**config.mk**
```make
export PLATFORM = sky130hd
export DESIGN_NAME = shift_arbiter
export DESIGN_NICKNAME = d
export VERILOG_FILES = /design/src/rtl/shift_arbiter.sv
export SDC_FILE = /design/constraint.sdc
export NUM_CORES = 1
export LEC_CHECK = 0
export ABC_AREA = 1
export CAP_MARGIN = 20
export CORE_MARGIN = 4
export CORE_UTILIZATION = 42
export CTS_CLUSTER_DIAMETER = 60
export DETAILED_ROUTE_END_ITERATION = 16
export PLACE_DENSITY = 0.84
export SLEW_MARGIN = 20
export SYNTH_ARGS = -nofsm -noshare
export SYNTH_HDL_FRONTEND = slang
export SYNTH_SLANG_ARGS = --single-unit
```
**constraint.sdc**
```tcl
create_clock -name clk -period 1.55 [get_ports clk]
set_clock_uncertainty 0.1 [all_clocks]
set_input_delay 0.465 -clock clk [delete_from_list [all_inputs] [get_ports clk]]
set_output_delay 0.465 -clock clk [all_outputs]
set_load 0.005 [all_outputs]
```
**src/rtl/shift_arbiter.sv**
```systemverilog
// shift_arbiter
//   Two requesters share one 8-bit left barrel shifter (3-bit amount). A
//   round-robin arbiter picks a job in IDLE. The job is applied in passes of
//   at most 7 bit positions in SHIFT. The result is held in DONE until the
//   consumer takes it.
//
// Ports
//   clk                     : clock, all state updates on the rising edge
//   rst_n                   : synchronous active-low reset
//   req0_valid / req1_valid : requester has a shift job pending
//   req0_ready / req1_ready : job accepted this cycle (combinational grant)
//   req0_data  / req1_data  : 8-bit operand to shift left
//   req0_sh    / req1_sh    : shift amount 0..15
//   res_valid               : result available (held until res_ready)
//   res_ready               : consumer accepts the result
//   res_data                : shifted operand
//   res_id                  : requester that owns res_data
//   busy                    : job in progress (SHIFT or DONE)
module shift_arbiter (
    input  logic       clk,
    input  logic       rst_n,
    input  logic       req0_valid,
    input  logic       req1_valid,
    output logic       req0_ready,
    output logic       req1_ready,
    input  logic [7:0] req0_data,
    input  logic [7:0] req1_data,
    input  logic [3:0] req0_sh,
    input  logic [3:0] req1_sh,
    output logic       res_valid,
    input  logic       res_ready,
    output logic [7:0] res_data,
    output logic       res_id,
    output logic       busy
);

    typedef enum logic [1:0] {
        S_IDLE  = 2'd0,
        S_SHIFT = 2'd1,
        S_DONE  = 2'd2
    } state_t;

    state_t     state_q;
    logic       ptr_q;
    logic [7:0] acc_q;
    logic [3:0] rem_q;
    logic       id_q;
    logic       res_valid_q;
    logic       busy_q;

    logic [2:0] step_d;
    logic [7:0] acc_d;
    logic [3:0] rem_d;
    logic       gnt0;
    logic       gnt1;

    // Log-stage left shifter, zero fill, truncated to 8 bits.
    function automatic logic [7:0] barrel_shl(input logic [7:0] x, input logic [2:0] amt);
        logic [7:0] s1;
        logic [7:0] s2;
        logic [7:0] s4;
        s1 = amt[0] ? {x[6:0],  1'b0}  : x;
        s2 = amt[1] ? {s1[5:0], 2'b00} : s1;
        s4 = amt[2] ? {s2[3:0], 4'h0}  : s2;
        return s4;
    endfunction

    always_comb begin
        step_d = (rem_q > 4'd7) ? 3'd7 : rem_q[2:0];
        acc_d  = barrel_shl(acc_q, step_d);
        rem_d  = rem_q - {1'b0, step_d};
    end

    // Grant: a lone valid wins, on contention ptr decides. Gated by rst_n so
    // neither ready rises while reset is asserted.
    always_comb begin
        gnt0 = rst_n && (state_q == S_IDLE) && req0_valid && (!req1_valid || !ptr_q);
        gnt1 = rst_n && (state_q == S_IDLE) && req1_valid && (!req0_valid ||  ptr_q);
    end

    assign req0_ready = gnt0;
    assign req1_ready = gnt1;
    assign res_valid  = res_valid_q;
    assign res_data   = acc_q;
    assign res_id     = id_q;
    assign busy       = busy_q;

    always_ff @(posedge clk) begin
        if (!rst_n) begin
            state_q     <= S_IDLE;
            ptr_q       <= 1'b0;
            acc_q       <= 8'h00;
            rem_q       <= 4'd0;
            id_q        <= 1'b0;
            res_valid_q <= 1'b0;
            busy_q      <= 1'b0;
        end else begin
            case (state_q)
                S_IDLE: begin
                    if (gnt0) begin
                        acc_q   <= req0_data;
                        rem_q   <= req0_sh;
                        id_q    <= 1'b0;
                        busy_q  <= 1'b1;
                        state_q <= S_SHIFT;
                    end else if (gnt1) begin
                        acc_q   <= req1_data;
                        rem_q   <= req1_sh;
                        id_q    <= 1'b1;
                        busy_q  <= 1'b1;
                        state_q <= S_SHIFT;
                    end
                end
                S_SHIFT: begin
                    // A zero shift still spends one pass here with step 0.
                    acc_q <= acc_d;
                    rem_q <= rem_d;
                    if (rem_d == 4'd0) begin
                        res_valid_q <= 1'b1;
                        state_q     <= S_DONE;
                    end
                end
                S_DONE: begin
                    if (res_ready) begin
                        res_valid_q <= 1'b0;
                        busy_q      <= 1'b0;
                        ptr_q       <= ~id_q;
                        state_q     <= S_IDLE;
                    end
                end
                default: begin
                    res_valid_q <= 1'b0;
                    busy_q      <= 1'b0;
                    state_q     <= S_IDLE;
                end
            endcase
        end
    end

endmodule

```
Yosys cells after proc, flatten, opt, wreduce, memory -nomap -nowiden
Index checks and enable logic that the tools add are counted.
- register bits: 18
- input port bits: 29
- output and inout bits: 13
- word-level logic and storage cells: 62
- add/sub/neg operators: 1
- magnitude comparators: 1
- equality and inequality tests: 6
- mux-type cells: 22
- bitwise gates (word level): 3
- reductions and logical operators: 21
- operators with widths (cell ; count):
    $mux W8 ; 5
    $pmux W8 S2 ; 1
    $reduce_and A3 Y1 ; 4
    $mux W2 ; 4
    $mux W4 ; 2
    $pmux W4 S2 ; 1
    $pmux W1 S3 ; 2
    $pmux W2 S3 ; 1
    $reduce_and A2 Y1 ; 3
    $logic_and A1 B1 Y1 ; 5
    $mux W1 ; 5
    $gt A4 B3 Y1 const B ; 1
    $logic_not A4 Y1 ; 1
    $ne A2 B2 Y1 const B ; 2
    $ne A4 B4 Y1 const B ; 1
    $reduce_bool A2 Y1 ; 2
    $sub A4 B3 Y4 ; 1
    $logic_not A1 Y1 ; 3
    $mux W3 ; 1
    $ne A3 B3 Y1 const B ; 1
    $not A1 Y1 ; 3
    $eq A2 B1 Y1 const B ; 1
    $eq A2 B2 Y1 const B ; 1
    $logic_not A2 Y1 ; 1
    $logic_or A1 B1 Y1 ; 2

Logic depth before layout (Yosys ltp)
Gate-level depths: netlist (run 1).
- word-level depth: 7
- mapped depth: 10

Least setup slack after synthesis (run 1)
No wires, ideal clock.
- path kind: input port to output port
- start: input port rst_n
- end: output port req0_ready
- arrival: 0.972 ns
- setup slack: 0.013 ns
- stages on the path: 4
- cell sequence: buf_4 -> nand2_2 -> nor2_4 -> buf_6
- word-level cells in the longest chain between the ends: 3
- ends and longest elaborated chain (element ; RTL line ; source):
    start, declared ; 21 ; input logic rst_n,
    $logic_and A1 B1 Y1 (3 in a row) ; 77 ; gnt0 = rst_n && (state_q == S_IDLE) && req0_valid && (!req1_valid || !ptr_q);
    end, declared ; 24 ; output logic req0_ready,
Every way passes these cells.

Worst setup path in the final report (run 1)
- start: register state_q[1]
- end: output port req0_ready
- word-level cells in the longest chain between the ends: 4
- ends and longest elaborated chain (element ; RTL line ; source):
    start, declared ; 43 ; state_t state_q;
    start signal, assigned ; 90 ; state_q <= S_IDLE;
    start signal, assigned ; 105 ; state_q <= S_SHIFT;
    start signal, assigned ; 111 ; state_q <= S_SHIFT;
    $logic_not A2 Y1 ; 77 ;
    $logic_and A1 B1 Y1 (3 in a row) ; 77 ;
Every way passes these cells.

==> impl_metrics.csv, run 1 <==
group,metric,value,unit
status,status,"complete, but fails checks",
status,violations,"negative setup slack",
critical_path,crit_chain,"nor2_4, nand2_2, nor2_4, buf_2",
timing,rsz0062_at_grt,"yes",
timing,drv_slew,0,
synth,synth.ff_latch_count,18,
global_routing,antenna_found_initial,0,
critical_path,crit_path_max_fanout,3,
clocking,cts_tree,"yes",
floorplan,die_h,65.3,µm
floorplan,die_area,0.00426,mm²
clocking,cts_htree_levels,1,
timing,fin_crit_sh,110,%
floorplan,die_w,65.3,µm
global_routing,gr-usage-all-layers,20.8,%
synth,syn_nets,248,
timing,max_slew.worst_pin.slew,370,ps
critical_path,cp_top_family,"flip-flops",
clocking,clk_pin_slew,120,ps
global_routing,grt_pass1_wl,7000,µm
route,drtIter0Drc,172,
critical_path,crit_required,980,ps
synth,ys_types,31,
final_layout,final_core_util,73.0,%
timing,layout_min_cycle_time,1700,ps
route,routed_wl,4830,µm
floorplan,rows,20,
synth,yosys_warnings,0,
clocking,cts_sinks,18,
timing,relSlewSlack,75.2,%
power_and_ir_drop,power_density,871,mW/mm²
final_layout,fillers,242,
final_layout,insertedDiodeCount,0,
route,drc_errors,0,
floorplan,coreArea,0.00310,mm²
route,vias,1829,
power_and_ir_drop,vdd_drop_max,0.561,mV
timing,finalHoldViolCount,0,
critical_path,arrival,1140,ps
clocking,cts_hold_buf,0,
floorplan,start_util,44.4,%
critical_path,crit_slowest_cell,"dfxtp_4",
route,vias_per_cell,5.30,
clocking,cts_buffers,3,
final_layout,syn_to_final_growth,64.2,%
synth,syn-cell-area,0.00138,mm²
clocking,cts_buffer_depth,2,
critical_path,end_kind,"output pin",
synth,seq_area_frac_synth,26.1,%
global_routing,grt_start_max_net_pins,16,
critical_path,cp_num_buf_inv,1,
placed_design,gp_congestion,0.975,
critical_path,critPathKind,"reg -> out",
synth,postSynthAreaPerCell,6.32,µm²
critical_path,cpMostUsedCell,"nor2_4",
placed_design,port_buffers,41,
worst_hold_path,hp-class,"reg -> reg",
placed_design,dp_slack,-880,ps
timing,max_freq,0.587,GHz
global_routing,grt_overflow,0,
route,ant_nets,0,
critical_path,start_kind,"flip-flop",
synth,synth_cells,218,
power_and_ir_drop,p_leak,1.09,nW
flow_run,maxCapViolCount,0,
global_routing,grt_pass1_vias,1643,
critical_path,cp_slowest_stage_delay,390,ps
synth,synth_top_area_share,26.1,%
synth,synthTopCellsByArea,"dfxtp_1 26%, nand2_1 16%, nand3_1 8.7%",
clocking,root_buffer,"clkbuf_4",
final_layout,drive_gt1_share,36.2,%
floorplan,pin_count,42,
final_layout,final_nets,332,
clocking,clk_latency,310,ps
route,dr.pass1.iters,6,
route,wire_per_inst,14.0,µm
timing,setup_violations,5,
timing,setup_slack,-153,ps
synth,synth_top_area_cell,"dfxtp_1",
placed_design,hpwl,3130,µm
-- synthesized netlist by cell type (all sizes together) --
master / number
a211oi: 1
a21oi: 17
a31oi: 4
and3: 1
buf: 5
clkbuf: 1
dfxtp: 18
ha: 1
inv: 32
nand2: 65
nand3: 27
nand4: 1
nor2: 23
nor3: 2
o211ai: 3
o21ai: 15
o21bai: 2
-- power by group --
group / switching (W) / total, W / internal [W]
Clock: 0.000170 / 0.000313 / 0.000143
Sequential: 0.0000531 / 0.000591 / 0.000538
Combinational: 0.000568 / 0.00107 / 0.000500
Total: 0.000791 / 0.00197 / 0.00118
-- registers in the layout (all words and copies together), names as in the netlist --
| name | cells |
|---|---|
| rem_q | 4 |
| res_id | 1 |
| busy | 1 |
| ptr_q | 1 |
| res_data | 8 |
| res_valid | 1 |
| state_q | 2 |
-- timing repair --
action | in CTS | in global routing
cloned | 1 | 0
pin swaps | 7 | 16
resized for setup | 51 | 23
setup buffers | 9 | 8
endpoints found under the setup margin | 30 | 17
-- logic make-up after synthesis --
| group | Yosys count | synth area share [%] |
|---|---|---|
| adder cells (fa/ha/maj) | 1 | 0.907 |
| buffers and inverters | 38 | 12.2 |
| AO/OA/AOI/OAI | 42 | 17.8 |
| flip-flops | 18 | 26.1 |
| AND/OR/NAND/NOR | 119 | 42.9 |
-- worst min-delay path: stages, from the launching register on --
cell	delay, ps
dfxtp_2	340
nand3_1	70
nand2_1	40
-- final cells by class --
type	count	area, µm²	area share (%)
Clock buffer	4	36.3	1.60
Multi-Input combinational cell	162	917	40.5
Inverter	32	131	5.80
Sequential cell	18	384	17.0
Timing Repair Buffer	85	741	32.7
Tap cell	44	55.1	2.43
-- placed cells by master, fill, tap and decap left out, types with 11 or more instances in the layout --
cell type	synthesis	final
nand2_1	58	57
buf_4	2	37
clkdlybuf4s50_1	0	25
inv_1	28	22
nand3_1	24	21
nor2_1	17	13
dfxtp_2	0	13
dlygate4sd2_1	0	12
a21oi_1	13	11
o21ai_0	12	11
-- path summary, 6_finish.rpt --
| path | from | end | slack [ps] | depth (start not counted) |
|---|---|---|---|---|
| max | state_q[1] | req0_ready | -150 | 4 |
| min | busy | busy | 370 | 2 |
| min reg2reg | busy | busy | 370 | 2 |
| max reg2reg | state_q[0] | rem_q[3] | -60 | 9 |
-- per-stage QoR --
| step | instances | TNS (ps) | cell area [µm²] | hold slack [ps] | total power [W] |
|---|---|---|---|---|---|
| 5_1_grt | 345 | -1260 | 2260 | 387 | 0.00210 |
| 3_3_place_gp | 326 | -10160 | 2030 | 355 | 0.00148 |
| 2_1_floorplan | 218 | 0 | 1380 | 337 | 0.00110 |
| 3_5_place_dp | 326 | -10330 | 2030 | 365 | 0.00149 |
| 6_report | 345 | -375 | 2260 | 374 | 0.00197 |
| 4_1_cts | 340 | -188 | 2150 | 371 | 0.00183 |
-- layer usage --
layer  GRT usage [%]  part of all wire, %  vias to the layer above
met2            36.5                   51                      100
met3            5.64                  7.9                       20
li1                -                    -                      875
met5               0                    0                        -
met1            23.9                   38                      834
met4            7.77                  3.6                        0
No activity file was read; power rests on OpenSTA's default activity.
==> run 2, diff against run 1 <==
--- a/config.mk
+++ b/config.mk
@@ -7,11 +7,11 @@
 export LEC_CHECK = 0
 export ABC_AREA = 1
 export CAP_MARGIN = 20
-export CORE_MARGIN = 4
-export CORE_UTILIZATION = 42
+export CORE_MARGIN = 8
+export CORE_UTILIZATION = 47
 export CTS_CLUSTER_DIAMETER = 60
 export DETAILED_ROUTE_END_ITERATION = 16
-export PLACE_DENSITY = 0.84
+export PLACE_DENSITY = 0.88
 export SLEW_MARGIN = 20
 export SYNTH_ARGS = -nofsm -noshare
 export SYNTH_HDL_FRONTEND = slang
==> constraint.sdc (replaced) <==
create_clock -name clk -period 1.68 [get_ports clk]
set_clock_uncertainty 0.1 [all_clocks]
set_input_delay 0.504 -clock clk [delete_from_list [all_inputs] [get_ports clk]]
set_output_delay 0.504 -clock clk [all_outputs]
set_load 0.005 [all_outputs]
==> run 2 against run 1 <==
Net effect: the run still ends with negative setup slack left; sequential power is 8.1% lower; via count is 11% lower; critical endpoint is now req1_ready; count of clock-buffer cells in the layout stayed put; worst setup slack better by 130 ps.
==> impl_metrics.csv, run 2 (synthesis gave the netlist of run 1 again) <==
group,metric,value,unit
final_layout,layout_commonest_cell,"nand2_1",
timing,max_slew.worst_pin.slew,301,ps
final_layout,syn_to_final_growth,49.6,%
timing,relSlewSlack,79.8,%
flow_run,maxCapViolCount,0,
global_routing,globalRoute.busiestLayer,"met2",
final_layout,multi_input_area,868,µm²
route,routed_wl,4170,µm
timing,fin_crit_sh,102,%
critical_path,crit_slowest_cell,"dfxtp_4",
final_layout,fillers,218,
global_routing,met1_usage,21.7,%
route,drtIter0Drc,180,
critical_path,cp_num_buf_inv,3,
floorplan,rows,19,
global_routing,grt_pass1_vias,1604,
final_layout,finalNonFillerCells,318,
global_routing,met3_usage,4.52,%
floorplan,die_h,70.2,µm
timing,layout_min_cycle_time,1710,ps
route,drc_errors,0,
timing,timing.hold.ws,371,ps
floorplan,pin_count,42,
route,vias_per_cell,5.14,
clocking,cts_tree,"yes",
status,violations,"negative setup slack",
final_layout,final_nets,318,
clocking,clk_latency,310,ps
final_layout,largest_reg_flops,8,
global_routing,grt_pass1_wl,7140,µm
timing,drv_slew,0,
critical_path,critPathKind,"reg -> out",
placed_design,gp_congestion,0.929,
power_and_ir_drop,p_leak,1.02,nW
floorplan,coreArea,0.00278,mm²
critical_path,start_kind,"flip-flop",
placed_design,dp_cells,310,
critical_path,end_kind,"output pin",
power_and_ir_drop,power_density,813,mW/mm²
clocking,cts_buffer_depth,2,
critical_path,cp_top_family,"flip-flops",
critical_path,crit_required,1080,ps
critical_path,cp_slowest_stage_delay,390,ps
floorplan,die_area,0.00492,mm²
status,status,"complete, but fails checks",
floorplan,die_w,70.2,µm
clocking,cts_sinks,18,
final_layout,insertedDiodeCount,0,
timing,rsz0062_at_grt,"yes",
clocking,cts_buffers,3,
timing,setup_slack,-26.2,ps
critical_path,arrival,1100,ps
placed_design,hpwl,3310,µm
power_and_ir_drop,vdd_drop_max,0.584,mV
clocking,clk_pin_slew,120,ps
placed_design,port_buffers,41,
global_routing,gr-usage-all-layers,17.2,%
timing,setup_violations,2,
final_layout,register_area,383,µm²
global_routing,antenna_found_initial,0,
route,ant_nets,0,
timing,max_freq,0.586,GHz
global_routing,grt_start_max_net_pins,16,
route,dr.pass1.iters,4,
timing,finalHoldViolCount,0,
floorplan,start_util,49.6,%
final_layout,final_cell_mix,"57 x nand2_1, 29 x buf_4, 25 x inv_1, 25 x clkdlybuf4s50_1, 24 x nand3_1",
global_routing,grt_overflow,0,
route,wire_per_inst,13.1,µm
worst_hold_path,hp-class,"reg -> reg",
critical_path,crit_path_max_fanout,3,
critical_path,crit_chain,"inv_4, nand2_4, nor2_8, nand2_2, inv_1, buf_2",
clocking,cts_htree_levels,1,
final_layout,drive_gt1_share,29.3,%
global_routing,grtUsageMet2,26.8,%
clocking,root_buffer,"clkbuf_4",
route,vias,1636,
-- run 2: changes by cell type in the layout (fill, tap and decap cells not counted), sizes merged --
cell,change
clkbuf,+1
inv,+1
dlygate4sd2,-1
clkdlybuf4s15,-1
buf,-13
clkinvlp,-1
-- run 2: worst paths after layout --
kind                    from     endpoint  slack [ps]  depth (start not counted)
setup / recovery  state_q[0]   req1_ready         -30                          6
hold / removal         ptr_q        ptr_q         370                          2
setup reg to reg  state_q[1]  res_data[2]         110                          9
hold reg to reg        ptr_q        ptr_q         370                          2
-- run 2: layout make-up --
class | count | area share, %
multi-input combinational | 162 | 42.1
tap | 31 | 1.88
clock buffer | 4 | 1.76
inverter | 32 | 6.19
sequential | 18 | 18.6
timing repair buffer | 71 | 29.5
-- run 2: power breakdown --
part | switching (W) | internal [W] | total, W
clock | 0.000155 | 0.000132 | 0.000288
sequential | 0.0000476 | 0.000495 | 0.000543
combinational | 0.000453 | 0.000394 | 0.000847
total | 0.000656 | 0.00102 | 0.00168
-- run 2: timing repair --
item	4_1_cts	5_1_grt
setup buffers	5	0
pin swaps	6	7
setup endpoints to repair	27	13
hold buffers	0	0
resized for setup	44	12
-- run 2: worst min-delay path, delay by kind of cell (launching register included) --
family / cells / cell delay (ps)
AO/OA/AOI/OAI: 1 / 50
flip-flops: 1 / 350
buffers and inverters: 1 / 50
-- run 2: routing by layer --
metal,wire (µm),vias up
li1,-,844
met1,1860,729
met2,1920,54
met3,299,9
met4,89,0
met5,0,-
-- run 2: metrics by stage --
stage	setup WS (ps)	util, %	TNS (ps)	power (W)	cell area [µm²]
2_1_floorplan	65.4	-	0	0.00102	1380
3_3_place_gp	-792	71.5	-7750	0.00137	1990
3_5_place_dp	-813	71.5	-8290	0.00137	1990
4_1_cts	-31.9	73.8	-46.7	0.00166	2050
5_1_grt	-84.5	74.2	-162	0.00180	2060
6_report	-26.2	74.2	-31.3	0.00168	2060
